### config.mk
export PLATFORM = sky130hd
export DESIGN_NAME = iir_preemph
export DESIGN_NICKNAME = d
export VERILOG_FILES = /design/src/rtl/fm_dsp_pkg.sv /design/src/rtl/q10_mac.sv /design/src/rtl/iir_preemph.sv
export SDC_FILE = /design/constraint.sdc
export NUM_CORES = 1
export LEC_CHECK = 0
export BUFFER_PORTS_ARGS = -buffer_cell sky130_fd_sc_hd__buf_2
export CAP_MARGIN = 10
export CORE_MARGIN = 2
export CORE_UTILIZATION = 50
export DETAILED_ROUTE_END_ITERATION = 8
export PLACE_DENSITY_LB_ADDON = 0.3
export SLEW_MARGIN = 10
export SYNTH_ARGS = -nofsm -noshare
export SYNTH_HDL_FRONTEND = slang
export SYNTH_SLANG_ARGS = --single-unit
export TNS_END_PERCENT = 100
### constraint.sdc
create_clock -name clock -period 24.2 [get_ports clock]
set_input_delay 2.42 -clock clock [delete_from_list [all_inputs] [get_ports clock]]
set_output_delay 2.42 -clock clock [all_outputs]
set_load 0.02 [all_outputs]
### src/rtl/fm_dsp_pkg.sv
// fm_dsp_pkg: shared definitions for the FM audio filter blocks.
//   FRAC_BITS   - fractional bits of the Q10 sample/coefficient format
//   DATA_WIDTH  - sample, coefficient and accumulator width
//   iir_state_t - sequencing states of the time-multiplexed IIR filters
//   mul_q10     - signed Q10 multiply: full product, floor shift, truncate
package fm_dsp_pkg;

    localparam int FRAC_BITS  = 10;
    localparam int DATA_WIDTH = 32;

    typedef enum logic [1:0] {
        READ  = 2'd0,
        MAC   = 2'd1,
        WRITE = 2'd2
    } iir_state_t;

    // The arithmetic shift floors toward minus infinity (no rounding), and
    // the size cast keeps only the low DATA_WIDTH bits, so overflow wraps.
    function automatic logic signed [DATA_WIDTH-1:0] mul_q10(
        input logic signed [DATA_WIDTH-1:0] a,
        input logic signed [DATA_WIDTH-1:0] b
    );
        logic signed [2*DATA_WIDTH-1:0] prod;
        prod = $signed({{DATA_WIDTH{a[DATA_WIDTH-1]}}, a}) *
               $signed({{DATA_WIDTH{b[DATA_WIDTH-1]}}, b});
        return DATA_WIDTH'(prod >>> FRAC_BITS);
    endfunction

endpackage

### src/rtl/q10_mac.sv
// q10_mac: combinational single-tap multiply-accumulate for the Q10 IIR
// filters (shared by pre-emphasis and de-emphasis).
//   acc      - running accumulator
//   x, bx    - feed-forward history sample and its coefficient
//   y, ay    - feedback history sample and its coefficient
//   en_y     - include the feedback product (low for tap 0)
//   acc_next - acc + x*bx (+ y*ay), wrapping, no saturation
module q10_mac
    import fm_dsp_pkg::*;
(
    input  logic signed [DATA_WIDTH-1:0] acc,
    input  logic signed [DATA_WIDTH-1:0] x,
    input  logic signed [DATA_WIDTH-1:0] bx,
    input  logic signed [DATA_WIDTH-1:0] y,
    input  logic signed [DATA_WIDTH-1:0] ay,
    input  logic                         en_y,
    output logic signed [DATA_WIDTH-1:0] acc_next
);

    logic signed [DATA_WIDTH-1:0] ff_term;
    logic signed [DATA_WIDTH-1:0] fb_term;

    always_comb begin
        ff_term  = mul_q10(x, bx);
        fb_term  = '0;
        if (en_y) begin
            fb_term = mul_q10(y, ay);
        end
        acc_next = acc + ff_term + fb_term;
    end

endmodule

### src/rtl/iir_preemph.sv
// iir_preemph: transmit-side FM pre-emphasis, a time-multiplexed Q10 IIR
// sitting between an upstream FWFT FIFO and a downstream FIFO. One tap is
// evaluated per clock through a single shared q10_mac.
//   clock, reset_n       - clock and async active-low reset
//   in_dout, in_empty    - upstream FIFO data / empty flag
//   in_rd_en             - upstream pop strobe
//   out_din, out_wr_en   - downstream data (0 when not writing) / push strobe
//   out_full             - downstream FIFO full
//
// state | meaning
// ------+-------------------------------------------------------------
// READ  | wait for a sample; pop it into x_hist[0], clear acc and tap
// MAC   | accumulate one tap per cycle; latch result after the last tap
// WRITE | push result when downstream has room, then feed it back
module iir_preemph #(
    parameter int                         TAP_NUMBER = 2,
    parameter int                         DATA_WIDTH = 32,
    parameter logic signed [DATA_WIDTH-1:0] X_COEFF [0:TAP_NUMBER-1] = '{2926, -1902},
    parameter logic signed [DATA_WIDTH-1:0] Y_COEFF [0:TAP_NUMBER-1] = '{0, 0}
) (
    input  logic                  clock,
    input  logic                  reset_n,
    input  logic [DATA_WIDTH-1:0] in_dout,
    input  logic                  in_empty,
    output logic                  in_rd_en,
    output logic [DATA_WIDTH-1:0] out_din,
    output logic                  out_wr_en,
    input  logic                  out_full
);

    import fm_dsp_pkg::*;

    localparam int TAP_W = $clog2(TAP_NUMBER);

    iir_state_t                   state, state_nxt;
    logic signed [DATA_WIDTH-1:0] x_hist [0:TAP_NUMBER-1];
    // y_hist[0] is never loaded; it only keeps tap indexing uniform.
    logic signed [DATA_WIDTH-1:0] y_hist [0:TAP_NUMBER-1];
    logic signed [DATA_WIDTH-1:0] acc;
    logic signed [DATA_WIDTH-1:0] result;
    logic signed [DATA_WIDTH-1:0] mac_out;
    logic [TAP_W-1:0]             tap;
    logic                         last_tap;

    assign last_tap = (tap == TAP_W'(TAP_NUMBER - 1));

    q10_mac u_mac (
        .acc      (acc),
        .x        (x_hist[tap]),
        .bx       (X_COEFF[tap]),
        .y        (y_hist[tap]),
        .ay       (Y_COEFF[tap]),
        .en_y     (tap != '0),
        .acc_next (mac_out)
    );

    always_comb begin
        state_nxt = state;
        in_rd_en  = 1'b0;
        out_wr_en = 1'b0;
        out_din   = '0;
        case (state)
            READ: begin
                // Reset forces READ; gating keeps the pop strobe low while
                // reset is held even if the upstream FIFO has data.
                if (!in_empty && reset_n) begin
                    in_rd_en  = 1'b1;
                    state_nxt = MAC;
                end
            end
            MAC: begin
                if (last_tap) begin
                    state_nxt = WRITE;
                end
            end
            WRITE: begin
                if (!out_full) begin
                    out_wr_en = 1'b1;
                    out_din   = result;
                    state_nxt = READ;
                end
            end
            default: state_nxt = READ;
        endcase
    end

    always_ff @(posedge clock or negedge reset_n) begin
        if (!reset_n) begin
            state  <= READ;
            acc    <= '0;
            result <= '0;
            tap    <= '0;
            for (int i = 0; i < TAP_NUMBER; i++) begin
                x_hist[i] <= '0;
                y_hist[i] <= '0;
            end
        end else begin
            state <= state_nxt;
            case (state)
                READ: begin
                    if (in_rd_en) begin
                        x_hist[0] <= in_dout;
                        for (int i = TAP_NUMBER - 1; i > 0; i--) begin
                            x_hist[i] <= x_hist[i-1];
                        end
                        acc <= '0;
                        tap <= '0;
                    end
                end
                MAC: begin
                    acc <= mac_out;
                    tap <= tap + 1'b1;
                    if (last_tap) begin
                        result <= mac_out;
                    end
                end
                WRITE: begin
                    if (out_wr_en) begin
                        y_hist[1] <= result;
                        for (int i = TAP_NUMBER - 1; i > 1; i--) begin
                            y_hist[i] <= y_hist[i-1];
                        end
                    end
                end
                default: ;
            endcase
        end
    end

endmodule

# Yosys cells after proc, flatten, opt, wreduce, memory -nomap -nowiden
# Cells that the tools add are included.
[word_totals] reg_bits=163 output_inout_bits=34
[classes] bitwise_logic=1 n_addsub=3 n_lt_le_gt_ge=1 mux=26 reduce_logical=9 n_eq_ne=6 multipliers=2
[ops] operator="$mux 32" count=15
[ops] operator="$mul 32x32->42" count=2
[ops] operator="$add 32x32->32" count=2
[ops] operator="$pmux 32 s2" count=1
[ops] operator="$ne 2x2->1 const B" count=4
[ops] operator="$reduce_and 2->1" count=4
[ops] operator="$mux 2" count=3
[ops] operator="$pmux 2 s3" count=1
[ops] operator="$mux 1" count=5
[ops] operator="$reduce_and 3->1" count=1
[ops] operator="$eq 2x1->1 const B" count=1
[ops] operator="$eq 2x2->1 const B" count=1
[ops] operator="$ge 2x2->1 const B" count=1
[ops] operator="$logic_not 2->1" count=1
[ops] operator="$not 1->2" count=1
[ops] operator="$pmux 1 s2" count=1
[ops] operator="$reduce_bool 2->1" count=1
[ops] operator="$add 1x1->1 const B" count=1
[ops] operator="$logic_and 1x1->1" count=1
[ops] operator="$logic_not 1->1" count=1

# Depth between registers and ports, before layout
[depth] word_depth=8 mapped_depth=45 ltp_nobuf=43

# Cells and area by module
# Synthesis repeated with hierarchy kept, for this count alone.
[unflattened] hier_cells=6120 area_unflattened_um2=58180.8
[modules_own_cells] mod="q10_mac" n_inst=1 area_each_um2=51476.9 cells_per_inst=5691
[modules_own_cells] mod="iir_preemph" n_inst=1 area_each_um2=6703.9 cells_per_inst=429

# Worst setup path after synthesis
# No wires, ideal clock.
[synth_path] path_type="flip-flop to flip-flop" startpoint="register tap, in the netlist last_tap" endpoint="register acc[31]" slack_ps=14761 required_time_ps=24117 stages_incl_launch_ff=42 t_arrival_ps=9356 synth_period_minus_slack_ps=9439 setup_time_ps=83 path_buffers=3 cell_sequence="dfrtp_1 > buf_6 > clkbuf_1 > buf_1 > nand2_1 > inv_1 > nor2_1 > fa_1 > inv_1 > fa_1 > fa_1 > inv_1 > fa_1 > inv_1 > fa_1 > fa_1 > fa_1 > inv_1 > [... 6 more ...] > a21o_1 > a21o_1 > a21oi_1 > o21ai_0 > a211oi_1 > xnor2_1 > ha_1 > ha_1 > a21o_1 > a21o_1 > a21oi_1 > nor2_1 > a211oi_1 > o31ai_1 > nand4_1 > o2bb2ai_1 > xnor3_1 > o22ai_1"
[synth_via] elab_chain_cells=8
[synth_lines] element="from (decl)" line="iir_preemph.sv:42" source="logic [TAP_W-1:0] tap;"
[synth_lines] element="from (signal assigned)" line="iir_preemph.sv:112" source="tap <= tap + 1'b1;"
[synth_lines] element="$not 1->2 (not written as such)" line="iir_preemph.sv:49, iir_preemph.sv:50, iir_preemph.sv:51"
[synth_lines] element="$mux 32 (on tied branches) (3 in series)" line="iir_preemph.sv:49, iir_preemph.sv:50, iir_preemph.sv:51"
[synth_lines] element="$mul 32x32->42" line="fm_dsp_pkg.sv:24" source="prod = $signed({{DATA_WIDTH{a[DATA_WIDTH-1]}}, a}) *"
[synth_lines] element="$add 32x32->32 / $mux 32 (equally long branches)" line="q10_mac.sv:29, q10_mac.sv:26"
[synth_lines] element="$add 32x32->32 *" line="q10_mac.sv:29" source="acc_next = acc + ff_term + fb_term;"
[synth_lines] element="$pmux 32 s2 *" line="iir_preemph.sv:99" source="case (state)"
[synth_lines] element="to (signal assigned)" line="iir_preemph.sv:111" source="acc <= mac_out;"
[synth_lines] element="to (decl)" line="iir_preemph.sv:39" source="logic signed [DATA_WIDTH-1:0] acc;"
# Mark *: on every way between the ends. The rest lies on a longest branch, timed or not. The select of a mux whose other input is x is not followed.
# A chain may end at the register's enable or synchronous reset.

# Worst setup path in the final report
# Ends and elaborated chain as after synthesis.

==> run_results.csv <==
group,metric,value,unit
finish,stdcell_area,0.02555,mm2
clock_tree,clk_latency,0.47,ns
synthesis,synth-simple-area-share,7.088,%
global_route,grt_max_degree,72,
critical_path,cp_max_fo,71,
placed_design,pre_cts_slack,13.43,ns
finish,final_cell_mix,"inv_1 (759), fa_1 (456), ha_1 (288), nand2_1 (189), dfrtp_1 (130)",
critical_path,reg2reg_from,"last_tap",
synthesis,syn_nets,3275,
die,die_area,0.04978,mm2
finish,area_delta_synth_final,6.431,%
hold_path,hold_depth,2,
route,drt_iter0_markers,898,
clock_tree,postCtsSetupRepairBufs,0,
die,die_h,223.1,um
synthesis,ys_seq_area_share,13.65,%
placed_design,dpl_cell_area,0.02493,mm2
route,drt-total-wl,61430,um
synthesis,synthMuxAreaShare,2.674,%
timing,timing.final.max_slew_violations,0,
timing,tns,0,ns
synthesis,synth_cell_type_count,62,
timing,rsz0062_at_grt,"no",
die,die_x,223.1,um
finish,utilization,53.74,%
timing,min_period,10.92,ns
timing,skew,0.01901,ns
synthesis,netlist_area,0.02401,mm2
global_route,grt_antenna_before_repair,0,
timing,setup_viol,0,
timing,finalHoldViolations,0,
critical_path,crit_top_cell,"inv_1",
finish,num-nets-final,3299,
clock_tree,clock-sinks,131,
critical_path,critPathArrivalTime,11.22,ns
placed_design,dp_hpwl,54730,um
clock_tree,clk_path_buf_depth,2,
clock_tree,cts_tree,"built",
synthesis,synth-compound-area-share,6.655,%
die,ios,70,
synthesis,synth_top_family_by_area,"adder cells",
synthesis,synthAdderAreaFrac,53.07,%
hold_path,hold_path_class,"reg -> reg",
timing,fmax,0.09160,GHz
global_route,grt_first_pass_wirelength,98880,um
synthesis,synth_xor_area_share,3.815,%
die,core-area,0.04755,mm2
clock_tree,clkTransAtPathRegs,0.07,ns
critical_path,crit_slowest_cell,"buf_4",
critical_path,crit_type,"reg -> reg",
synthesis,synthCells,2495,
critical_path,cp_slowest_stage_delay,0.60,ns
route,firstDrtPassIters,5,
timing,fin_crit_sh,45.11,%
hold_path,worstHoldStart,"result[19]",
critical_path,r2r-end,"acc[31]",
global_route,grt_pass1_vias,17740,
timing,timing.final.ws_setup,13.28,ns
route,via_count,16160,
synthesis,synth-main-ff-cell,"dfrtp_1",
run_status,status,"complete, no violations",
placed_design,gp_congestion,0.9996,
synthesis,async_flop_share,100.0,%
clock_tree,cts_root_buf,"clkbuf_16",
route,wire_per_inst,19.52,um
route,drc_errors,0,
die,initial_core_util,50.49,%
synthesis,syn_area_per_cell,9.622,um2
route,ant_nets,0,
critical_path,critPathRequiredTime,24.50,ns
finish,drive_gt1_share,7.267,%
critical_path,r2r_setup_slack,13.28,ns
synthesis,synth_area_leaders,"fa_1 (38%), ha_1 (15%), dfrtp_1 (14%)",
synthesis,yosysTopAreaCell,"fa_1",
critical_path,r2r.worst_path.cells,43,
placed_design,port-buffer-count,69,
critical_path,startpoint_type,"flop",
synthesis,synth_edf_count,0,
die,rows,80,
clock_tree,h-tree-depth,4,
run,drv_cap,0,
hold_path,min_to,"result[19]",
synthesis,synth_warnings,32,
timing,slew_headroom,24.08,%
global_route,overflow,0,
clock_tree,cts_buffers,17,
clock_tree,cts_resized,0,
route,routed_via_density,5.136,
global_route,track_usage,26.30,%
synthesis,synth_top_area_share,38.02,%
finish,n_antenna_cell,0,
synthesis,ys_ff_latch,131,
timing,worst_pin_slew,1.139,ns
clock_tree,cts_hold_buffers,0,
finish,mostFrequentLayoutCell,"inv_1",
critical_path,cp-end-kind,"flop",
==> cell type report <==
cell class | instances | area, um2
tap | 615 | 769.5
timing repair buffer | 78 | 419.2
fill | 4298 | 21990
inverter | 759 | 2849
sequential | 131 | 3279
clock inverter | 14 | 190.2
multi-input combinational | 1532 | 17620
clock buffer | 18 | 429.2
==> critical path: cells and delay by family, from the launching register on <==
kind,cells,cell delay (ns)
AO/OA/AOI/OAI,12,2.67
XOR/XNOR,2,0.58
adder cells (fa/ha/maj),11,4.21
buffers and inverters,9,1.69
flip-flops,1,0.34
AND/OR/NAND/NOR,9,1.23
==> synth_stat cells (3+ instances only) <==
cell	instances
a211oi_1	6
a21boi_0	3
a21o_1	33
a21oi_1	46
a311o_1	3
a31oi_1	3
and2_1	39
buf_1	3
clkbuf_1	69
dfrtp_1	131
fa_1	456
ha_1	288
inv_1	759
mux2_2	57
nand2_1	190
nand2b_1	12
nand3_1	6
nand4_1	9
nor2_1	95
nor2b_1	14
nor3_1	5
o21a_1	4
o21ai_0	77
o21ai_1	4
o21bai_1	8
o22ai_1	24
o31a_1	3
o31ai_1	5
xnor2_1	79
xor2_1	23
==> cell families after synthesis <==
group | after synthesis
AOI/OAI and AO/OA | 242
xor gates and xnor gates | 103
adders and majority gates | 745
buffers and inverters | 832
DFF | 131
muxes | 57
and+or+nand+nor | 385
==> per-layer routing <==
layer | vias up | GRT usage, % | wire length, um
met1 | 8192 | 34.92 | 26410
met2 | 385 | 43.19 | 29600
met5 | - | 0 | 0
li1 | 7473 | - | -
met4 | 0 | 11.58 | 2889
met3 | 112 | 3.740 | 2537
==> how the worst max path moves through the flow <==
stage	slack [ns]	to	cells past startpoint	from
final	13.28	acc[31]	43	last_tap
after global routing	12.48	acc[31]	43	last_tap
after floorplan	14.76	acc[31]	41	last_tap
after global placement	13.71	acc[31]	41	last_tap
after CTS	13.38	acc[31]	43	last_tap
after detailed placement	13.43	acc[31]	43	last_tap
==> sequential cells by signal, summed over array words and instances, names as in the netlist <==
register,flops
x_hist,64
result,32
state,2
acc,32
last_tap,1
==> metrics by stage <==
stage	hold slack, ns	cells
floorplan	0.4402	2495
global placement	0.4579	3115
detailed placement	0.4630	3115
CTS	0.4766	3147
global route	0.5022	3147
finish	0.4764	3147
Power is not shown: default switching activity piles up to over one toggle a cycle in this logic, so the estimate is an artifact.
